### config.mk
export PLATFORM = sky130hd
export DESIGN_NAME = cdc_req_ack_tx
export DESIGN_NICKNAME = d
export VERILOG_FILES = /design/src/rtl/cdc_hs_pkg.sv /design/src/rtl/hs_timeout_ctr.sv /design/src/rtl/cdc_req_ack_tx.sv
export SDC_FILE = /design/constraint.sdc
export NUM_CORES = 1
export LEC_CHECK = 0
export CORE_MARGIN = 3
export CORE_UTILIZATION = 39
export CTS_CLUSTER_SIZE = 14
export DETAILED_ROUTE_END_ITERATION = 10
export GPL_TIMING_DRIVEN = 0
export PLACE_DENSITY = 0.71
export SETUP_SLACK_MARGIN = 0.05
export SYNTH_ARGS = -nofsm -noshare
export SYNTH_HDL_FRONTEND = slang
export SYNTH_HIERARCHICAL = 1
export SYNTH_SLANG_ARGS = --single-unit
### constraint.sdc
create_clock -name clk -period 4.1 [get_ports clk]
set_clock_uncertainty 0.2 [all_clocks]
set_input_delay 0.615 -clock clk [delete_from_list [all_inputs] [get_ports clk]]
set_output_delay 0.615 -clock clk [all_outputs]
set_load 0.1 [all_outputs]
### src/rtl/cdc_hs_pkg.sv
// -----------------------------------------------------------------------------
// cdc_hs_pkg
// Shared types and constants for the 4-phase req/ack source-side controller.
//   hs_state_e      : handshake FSM states
//   HS_SYNC_STAGES  : depth of the ack synchronizer
//   hs_ctr_width()  : width of the timeout counter for a given cycle budget
// -----------------------------------------------------------------------------
package cdc_hs_pkg;

  typedef enum logic [1:0] {
    HS_IDLE,
    HS_REQ_HI,
    HS_REQ_LO,
    HS_ABORT
  } hs_state_e;

  localparam int HS_SYNC_STAGES = 3;

  // Counter must hold values 0..cycles; a disabled timeout (0) still gets
  // one bit so the counter never collapses to zero width.
  function automatic int hs_ctr_width(input int cycles);
    return (cycles <= 0) ? 1 : $clog2(cycles + 1);
  endfunction

endpackage

### src/rtl/hs_timeout_ctr.sv
// -----------------------------------------------------------------------------
// hs_timeout_ctr
// Per-state wait counter for the handshake FSM.
//   clk     : clock
//   reset   : synchronous active-high reset
//   clear   : return count to 0 (takes priority over enable)
//   enable  : count this cycle
//   expired : high while enabled and count has reached TIMEOUT_CYCLES-1;
//             constant 0 when TIMEOUT_CYCLES == 0
// -----------------------------------------------------------------------------
module hs_timeout_ctr
  import cdc_hs_pkg::*;
#(
  parameter int TIMEOUT_CYCLES = 1024
) (
  input  logic clk,
  input  logic reset,
  input  logic clear,
  input  logic enable,
  output logic expired
);

  localparam int CNT_W = hs_ctr_width(TIMEOUT_CYCLES);

  logic [CNT_W-1:0] cnt_q;
  logic [CNT_W-1:0] cnt_d;

  always_comb begin
    cnt_d = cnt_q;
    if (clear) begin
      cnt_d = '0;
    end else if (enable) begin
      cnt_d = cnt_q + CNT_W'(1);
    end
  end

  // NOTE: sequential state is updated with non-blocking assignments only, so
  // every flop samples pre-edge values regardless of process ordering.
  always_ff @(posedge clk) begin
    if (reset) begin
      cnt_q <= '0;
    end else begin
      cnt_q <= cnt_d;
    end
  end

  generate
    if (TIMEOUT_CYCLES == 0) begin : g_no_timeout
      assign expired = 1'b0;
    end else begin : g_timeout
      localparam logic [CNT_W-1:0] LAST = CNT_W'(TIMEOUT_CYCLES - 1);
      // The FSM leaves the waiting state on expiry, so the count never needs
      // to saturate.
      assign expired = enable && (cnt_q == LAST);
    end
  endgenerate

endmodule

### src/rtl/cdc_req_ack_tx.sv
// -----------------------------------------------------------------------------
// cdc_req_ack_tx
// Source side of a 4-phase req/ack clock-domain crossing for one WIDTH-bit word.
//   clk, reset     : clock, synchronous active-high reset
//   in_valid/ready : word offer / acceptance (ready only in IDLE with ack low)
//   in_data        : word to transfer
//   xfer_req       : registered 4-phase request to the far domain
//   xfer_data      : registered word, held from acceptance until next accept
//   xfer_ack_async : far-domain ack, synchronized here through 3 flops
//   busy           : handshake in progress (state != IDLE)
//   done           : one-cycle pulse on normal completion
//   timeout_err    : one-cycle pulse on abort after a timeout
// -----------------------------------------------------------------------------
module cdc_req_ack_tx
  import cdc_hs_pkg::*;
#(
  parameter int WIDTH          = 32,
  parameter int TIMEOUT_CYCLES = 1024
) (
  input  logic             clk,
  input  logic             reset,
  input  logic             in_valid,
  output logic             in_ready,
  input  logic [WIDTH-1:0] in_data,
  output logic             xfer_req,
  output logic [WIDTH-1:0] xfer_data,
  input  logic             xfer_ack_async,
  output logic             busy,
  output logic             done,
  output logic             timeout_err
);

  hs_state_e                 state_q, state_d;
  logic                      req_q, req_d;
  logic [WIDTH-1:0]          data_q, data_d;
  logic                      done_q, done_d;
  logic                      terr_q, terr_d;
  logic [HS_SYNC_STAGES-1:0] ack_sync_q;
  logic                      ack_s;
  logic                      ctr_clear;
  logic                      ctr_enable;
  logic                      expired;

  // Ack synchronizer: bit 0 is the first stage, the MSB is the usable ack.
  always_ff @(posedge clk) begin
    if (reset) begin
      ack_sync_q <= '0;
    end else begin
      ack_sync_q <= {ack_sync_q[HS_SYNC_STAGES-2:0], xfer_ack_async};
    end
  end

  assign ack_s = ack_sync_q[HS_SYNC_STAGES-1];

  // A far side still holding ack from a previous handshake must release it
  // before a new word is taken, otherwise the next REQ_HI would complete
  // against a stale ack.
  assign in_ready = (state_q == HS_IDLE) && !ack_s;

  // NOTE: every combinational output gets a default before the case, so no
  // path through the block leaves a signal unassigned and no latch is inferred.
  always_comb begin
    state_d = state_q;
    req_d   = req_q;
    data_d  = data_q;
    done_d  = 1'b0;
    terr_d  = 1'b0;
    unique case (state_q)
      HS_IDLE: begin
        if (in_valid && in_ready) begin
          data_d  = in_data;
          req_d   = 1'b1;
          state_d = HS_REQ_HI;
        end
      end
      HS_REQ_HI: begin
        // Ack is checked first: an ack arriving on the expiry cycle wins.
        if (ack_s) begin
          req_d   = 1'b0;
          state_d = HS_REQ_LO;
        end else if (expired) begin
          req_d   = 1'b0;
          state_d = HS_ABORT;
        end
      end
      HS_REQ_LO: begin
        if (!ack_s) begin
          done_d  = 1'b1;
          state_d = HS_IDLE;
        end else if (expired) begin
          state_d = HS_ABORT;
        end
      end
      HS_ABORT: begin
        // Wait (unbounded) for the far side to drop ack so the next
        // handshake starts from a clean return-to-zero.
        req_d = 1'b0;
        if (!ack_s) begin
          terr_d  = 1'b1;
          state_d = HS_IDLE;
        end
      end
      default: begin
        req_d   = 1'b0;
        state_d = HS_IDLE;
      end
    endcase
  end

  // The counter restarts on every state entry and runs only while waiting
  // for an ack edge.
  assign ctr_clear  = (state_d != state_q);
  assign ctr_enable = (state_q == HS_REQ_HI) || (state_q == HS_REQ_LO);

  hs_timeout_ctr #(
    .TIMEOUT_CYCLES (TIMEOUT_CYCLES)
  ) u_timeout_ctr (
    .clk     (clk),
    .reset   (reset),
    .clear   (ctr_clear),
    .enable  (ctr_enable),
    .expired (expired)
  );

  // NOTE: the data hold register is reset as well, so xfer_data is a known 0
  // after reset rather than whatever was last in flight.
  always_ff @(posedge clk) begin
    if (reset) begin
      state_q <= HS_IDLE;
      req_q   <= 1'b0;
      data_q  <= '0;
      done_q  <= 1'b0;
      terr_q  <= 1'b0;
    end else begin
      state_q <= state_d;
      req_q   <= req_d;
      data_q  <= data_d;
      done_q  <= done_d;
      terr_q  <= terr_d;
    end
  end

  assign xfer_req    = req_q;
  assign xfer_data   = data_q;
  assign busy        = (state_q != HS_IDLE);
  assign done        = done_q;
  assign timeout_err = terr_q;

endmodule
== Word level (Yosys, flattened, before mapping) ==
Index checks and enable logic that the tools add are counted.

* Divide/modulo/power cells: 0
* Magnitude comparators: 0
* Add/subtract/negate cells: 1
* Reductions and logical operators: 13
* Bitwise operators: 2
* Eq/ne operators: 7
* Shift operators: 0
* Multiplexer cells: 11
* $mul: 0

{| class="wikitable"
|+ Operator list
! operator !! count
|-
| 11-bit by 1-bit adder with 11-bit output (second input constant) || 1
|-
| 11-bit by 10-bit equality test with 1-bit output (second input constant) || 1
|-
| 2-bit two-way mux || 5
|-
| 2-bit one-hot mux with 4 select lines || 1
|-
| 2-bit OR reduction || 3
|-
| 2-bit equality test (second input constant) || 2
|-
| 1-bit two-way mux || 4
|-
| 1-bit logical AND || 3
|-
| 3-bit inequality test (second input constant) || 1
|-
| 1-bit one-hot mux with 3 select lines || 1
|-
| 3-bit AND reduction || 1
|-
| 3-bit nonzero test || 1
|-
| 2-bit by 1-bit equality test with 1-bit output (second input constant) || 1
|-
| 2-bit zero test || 1
|-
| 2-bit by 1-bit inequality test with 1-bit output (second input constant) || 1
|-
| 2-bit inequality test || 1
|-
| 1-bit inverter || 2
|-
| 2-bit AND reduction || 1
|-
| 2-bit nonzero test || 1
|-
| 1-bit zero test || 1
|-
| 1-bit logical OR || 1
|}

* Bits in latches: 0
* Output and inout bits: 37
* Memories kept: 0
* Input bits: 36
* Register bits after elaboration: 51
* Bits in read-only memories: 0
* RAM bits: 0
* Word-level logic and storage cells: 41

== Depth between registers and ports, before layout ==
* Depth in word-level cells: 8
* Depth in mapped cells: 13
* Mapped depth without buffers: 12

== By module ==
Netlist, hierarchy kept.

{| class="wikitable"
|+ By module, submodules not included
! module !! times used !! cells an instance !! area each (um2) !! sequential area each (um2)
|-
| cdc_req_ack_tx || 1 || 192 || 1591.5 || 800.8
|-
| hs_timeout_ctr || 1 || 58 || 523.0 || 220.2
|}

== Worst setup path before layout ==
OpenSTA, ideal clock, no wires.

* Path kind: register to output
* Start: register state_q[0]
* End: output port in_ready
* Cell stages (with the launch flop): 5
* Arrival: 2.444 ns
* Setup slack: 0.841 ns
* Data required time: 3.285 ns
* Buffers on the path: 0
* Path through: dfxtp_1 inv_1 ha_1 inv_1 nor2_1

* Cells in the longest elaborated chain, start to end: 2

{| class="wikitable"
|+ Ends and longest elaborated chain
! item !! line !! source
|-
| start: declaration || cdc_req_ack_tx.sv:33 || <nowiki>hs_state_e state_q, state_d;</nowiki>
|-
| start signal: assignment || cdc_req_ack_tx.sv:135 || <nowiki>state_q <= state_d;</nowiki>
|-
| 2-bit zero test || cdc_req_ack_tx.sv:58 || <nowiki>assign in_ready = (state_q == HS_IDLE) && !ack_s;</nowiki>
|-
| 1-bit logical AND || cdc_req_ack_tx.sv:58 ||
|-
| end: declaration || cdc_req_ack_tx.sv:23 || <nowiki>output logic in_ready,</nowiki>
|}

No other way between the ends.

== Worst setup path after layout ==
* Start: register state_q[0]
* End: register u_timeout_ctr.cnt_q[2]

* Cells in the longest elaborated chain, start to end: 8
* Elaborated cells between the ends (all ways): 16
* Classes of those cells: 4 x eq/ne; 6 x mux; 6 x reduce/logical

{| class="wikitable"
|+ Ends and longest elaborated chain
! item !! line !! source
|-
| 2-bit by 1-bit equality test with 1-bit output / 2-bit equality test (equally long branches) || cdc_req_ack_tx.sv:113 || <nowiki>assign ctr_enable = (state_q == HS_REQ_HI) || (state_q == HS_REQ_LO);</nowiki>
|-
| 1-bit logical OR * || cdc_req_ack_tx.sv:113 ||
|-
| via ctr_enable || cdc_req_ack_tx.sv:41 || <nowiki>logic ctr_enable;</nowiki>
|-
| 1-bit logical AND * || hs_timeout_ctr.sv:54 || <nowiki>assign expired = enable && (cnt_q == LAST);</nowiki>
|-
| via expired || cdc_req_ack_tx.sv:42 || <nowiki>logic expired;</nowiki>
|-
| 2-bit two-way mux * || cdc_req_ack_tx.sv:81, cdc_req_ack_tx.sv:90 ||
|-
| 2-bit two-way mux (on tied branches) || cdc_req_ack_tx.sv:87, cdc_req_ack_tx.sv:78 ||
|-
| 2-bit one-hot mux with 4 select lines * || cdc_req_ack_tx.sv:68 || <nowiki>unique case (state_q)</nowiki>
|-
| 2-bit inequality test * || cdc_req_ack_tx.sv:112 || <nowiki>assign ctr_clear = (state_d != state_q);</nowiki>
|-
| via ctr_clear || cdc_req_ack_tx.sv:40 || <nowiki>logic ctr_clear;</nowiki>
|-
| 2-bit OR reduction (no line) * || -- ||
|-
| end signal: assignment || hs_timeout_ctr.sv:43 || <nowiki>cnt_q <= cnt_d;</nowiki>
|-
| end: declaration || hs_timeout_ctr.sv:25 || <nowiki>logic [CNT_W-1:0] cnt_q;</nowiki>
|}

Mark *: on every way through the listed nets, which the timed path passes. The rest lies on a longest branch.
A chain may end at the register's enable or synchronous reset.

==> metrics.md <==
| Metric | Value |
|---|---|
| Result of the run | finished clean |
| Fraction of the core area covered by cells at the end of the flow | 0.585 |
| Number of DRC markers after the initial detailed-route iteration | 83 |
| Number of buffers added for setup after CTS | 0 |
| Routability Congestion | 0.825 |
| Most frequent standard cell in the layout excluding fill and tap cells | clkdlybuf4s50_1 |
| Final routed DRC violation total | 0 |
| Post-Syn Area per Cell | 8.46 sq um |
| Aggregate global-route resource usage | 0.155 |
| Data arrival time of the critical path | 3.44 ns |
| Synthesis-to-layout area growth | 43.1% |
| Setup repair after global routing missed its margin | no |
| Inserted Clock Buffers | 5 |
| Buffers added on ports | 72 |
| Kind of end point of the critical path | register |
| Overall routed net length | 4.90 mm |
| Largest fanout on the critical path | 9 |
| Cell chain of the critical path | inv_1 -> ha_1 -> buf_2 -> nand4_1 -> or4_4 -> nor2_1 -> nand3_1 -> a21oi_1 -> nor2_1 -> o221ai_1 -> or2_2 -> clkbuf_1 -> nor2_1 |
| Slew headroom | 0.324 |
| Maximum level of the CTS H-tree | 2 |
| Initial Util | 0.409 |
| Worst Tran Pin Value | 1.01 ns |
| Count of unique library cells instantiated by Yosys | 35 |
| Max-slew violation count | 0 |
| Post-detailed-route count of antenna-violating nets | 0 |
| Post-Syn Area | 2110 sq um |
| Post-synthesis net count | 292 |
| Sequential cell area fraction in the yosys report | 0.483 |
| Post-synthesis sequential element count | 51 |
| Antenna diodes | 0 |
| CTS tree | built |
| Post-synthesis adder-cell area fraction | 0.0355 |
| Clock transition at the registers of the reported paths | 0.09 ns |
| Final net count | 371 |
| Switching part of the total power | 0.375 |
| Die Span X | 79.6 microns |
| Most numerous cell on the critical path | nor2_1 |
| Xor/xnor share of the synthesized area | 0.0166 |
| PnR Total Power | 1.29 mW |
| Detail-routed via count per cell | 4.82 |
| Warning count from the yosys run | 6 |
| Max-cap viol count | 0 |
| Cell leakage power | 1.14 nW |
| Overall die area | 6340 sq um |
| GR Overflow Total | 0 |
| Compound-gate portion of the synthesized area | 0.143 |
| Number of instances resized during post-cts repair | 0 |
| Number of search-and-repair iterations in the first detailed-routing pass | 4 |
| Most used flip-flop cell after synthesis | dfxtp_1 |
| Largest net degree at the start of global routing | 16 |
| Count of clock tree sinks | 51 |
| Clock network latency to the later pin of the worst-skew pair | 0.30 ns |
| Power share of the clock group | 0.247 |
| Post-detailed-placement half-perimeter wirelength | 3.59 mm |
| Element type at the critical path start | register |
| CTS Hold Bufs | 0 |
| Initial antenna violation count | 0 |
| Class of the most critical setup path | reg -> reg |
| Share of final-layout standard cells stronger than drive strength 1 | 0.0727 |
| Library cell contributing the largest single delay on the critical path | or4_4 |
| Multiplexer area fraction after synthesis | 0.0142 |
| Gate count after technology mapping | 250 |
| Net Sw Power | 482 uW |
| Peak per-stage delay on the critical path | 0.45 ns |
| First-pass GRT wire length | 7.96 mm |
| Clock Tree Root | clkbuf_8 |
| Fmax | 289 MHz |
| Clk buf depth | 2 |
| Count of flip-flops with a built-in enable after synthesis | 0 |
| Final routed wire length divided by cell count | 12.2 microns |
| Kind of cell adding the most delay to the critical path | simple AND/OR/NAND/NOR gates |
| Relative contribution of sequential cells to total power | 0.421 |
| Async set-or-reset flop fraction in the synthesized netlist | 0 |
| Combinational Power Share | 0.331 |
| CP required | 4.08 ns |
| Most frequent cells in the layout | clkdlybuf4s50_1 (72), nand2_1 (71), dfxtp_1 (51) |
| Total buffers and inverters traversed by the critical path | 3 |
| Internal power of the cells | 804 uW |
| Synthesized-area fraction occupied by and/or/nand/nor cells | 0.250 |
| Final min period | 3.46 ns |
| Number of global-route vias before repair | 1723 |
| Via total after detailed routing | 1927 |
| Std-Cell Core Area | 5170 sq um |
| Number of core rows | 26 |
| Ratio of total power to cell area | 425 nW/um^2 |
| Final worst path period share | 0.844 |
| Final Hold Vio Count | 0 |
| Die extent in y | 79.6 microns |
| Aggregate negative setup slack | 0 ns |
| Main combinational cell family by area after synthesis | simple AND/OR/NAND/NOR gates |
| Finish-stage setup viols | 0 |
| Tightest Hold Check Type | reg -> reg |
| Top-level I/O count | 73 |
| Worst vdd rail ir drop | 187 uV |
==> final timing paths <==
path,from,to,slack [ns],cells after the start
min,ack_sync_q[1],ack_sync_q[2],0.25,1
max reg2reg,state_q[0],u_timeout_ctr/cnt_q[2],0.64,13
min reg2reg,ack_sync_q[1],ack_sync_q[2],0.25,1
max,state_q[0],u_timeout_ctr/cnt_q[2],0.64,13
==> power groups by stage <==
stage / logic [mW] / registers, mW / clock network (mW)
6_report: 0.426 / 0.542 / 0.318
5_1_grt: 0.450 / 0.546 / 0.349
4_1_cts: 0.429 / 0.542 / 0.328
3_5_place_dp: 0.428 / 0.553 / 0
3_3_place_gp: 0.427 / 0.552 / 0
2_1_floorplan: 0.131 / 0.735 / 0
==> state kept, by name, summed over array words and instances, names as in the netlist <==
signal / cells
xfer_data: 32
state_q: 2
u_timeout_ctr/cnt_q: 11
timeout_err: 1
done: 1
xfer_req: 1
ack_sync_q: 3
==> routing by layer <==
layer | vias up | global-route usage | share of wire
li1 | 989 | - | -
met1 | 872 | 0.215 | 0.48
met2 | 60 | 0.240 | 0.43
met3 | 6 | 0.0395 | 0.075
met4 | 0 | 0.0412 | 0.0096
met5 | - | 0 | 0
==> metrics by stage <==
stage	hold slack, ns	cells	cell area (sq um)	setup slack (ns)
5_1_grt	0.264	400	3030	0.338
3_5_place_dp	0.223	392	2920	0.684
6_report	0.246	400	3030	0.638
2_1_floorplan	0.214	250	2110	0.841
3_3_place_gp	0.219	392	2920	0.744
4_1_cts	0.245	400	3030	0.662
==> cell type report <==
cell class              count  area [sq um]
fillers                   459          2150
flip-flops and latches     51          1020
multi-input cells         178           971
repair buffers             72           721
plain buffers              15           100
clock buffers               7          96.3
well taps                  70          87.6
inverters                   6          22.5
clock inverters             1          7.51
==> synthesized netlist by cell type, types with 3 or more instances <==
cell       n  area (sq um)
mux2i_1    3          30.0
nand2_1   71           267
clkbuf_1   5          18.8
nor3b_1    3          22.5
o21ai_0    4          20.0
buf_6      5          56.3
buf_2      5          25.0
nand4_1    3          18.8
a21oi_1   37           185
dfxtp_1   51          1020
nor2_1    15          56.3
inv_1      6          22.5
ha_1       6          75.1
xor2_1     3          26.3
nor2b_1    5          31.3
or3_1      3          18.8
==> cells by family after synthesis <==
logic type                 after synthesis
xor gates and xnor gates                 4
and+or+nand+nor                        114
muxes                                    3
DFF                                     51
adders and majority gates                6
buffers and inverters                   21
AOI/OAI and AO/OA                       51
No activity file was read; power rests on OpenSTA's default activity.
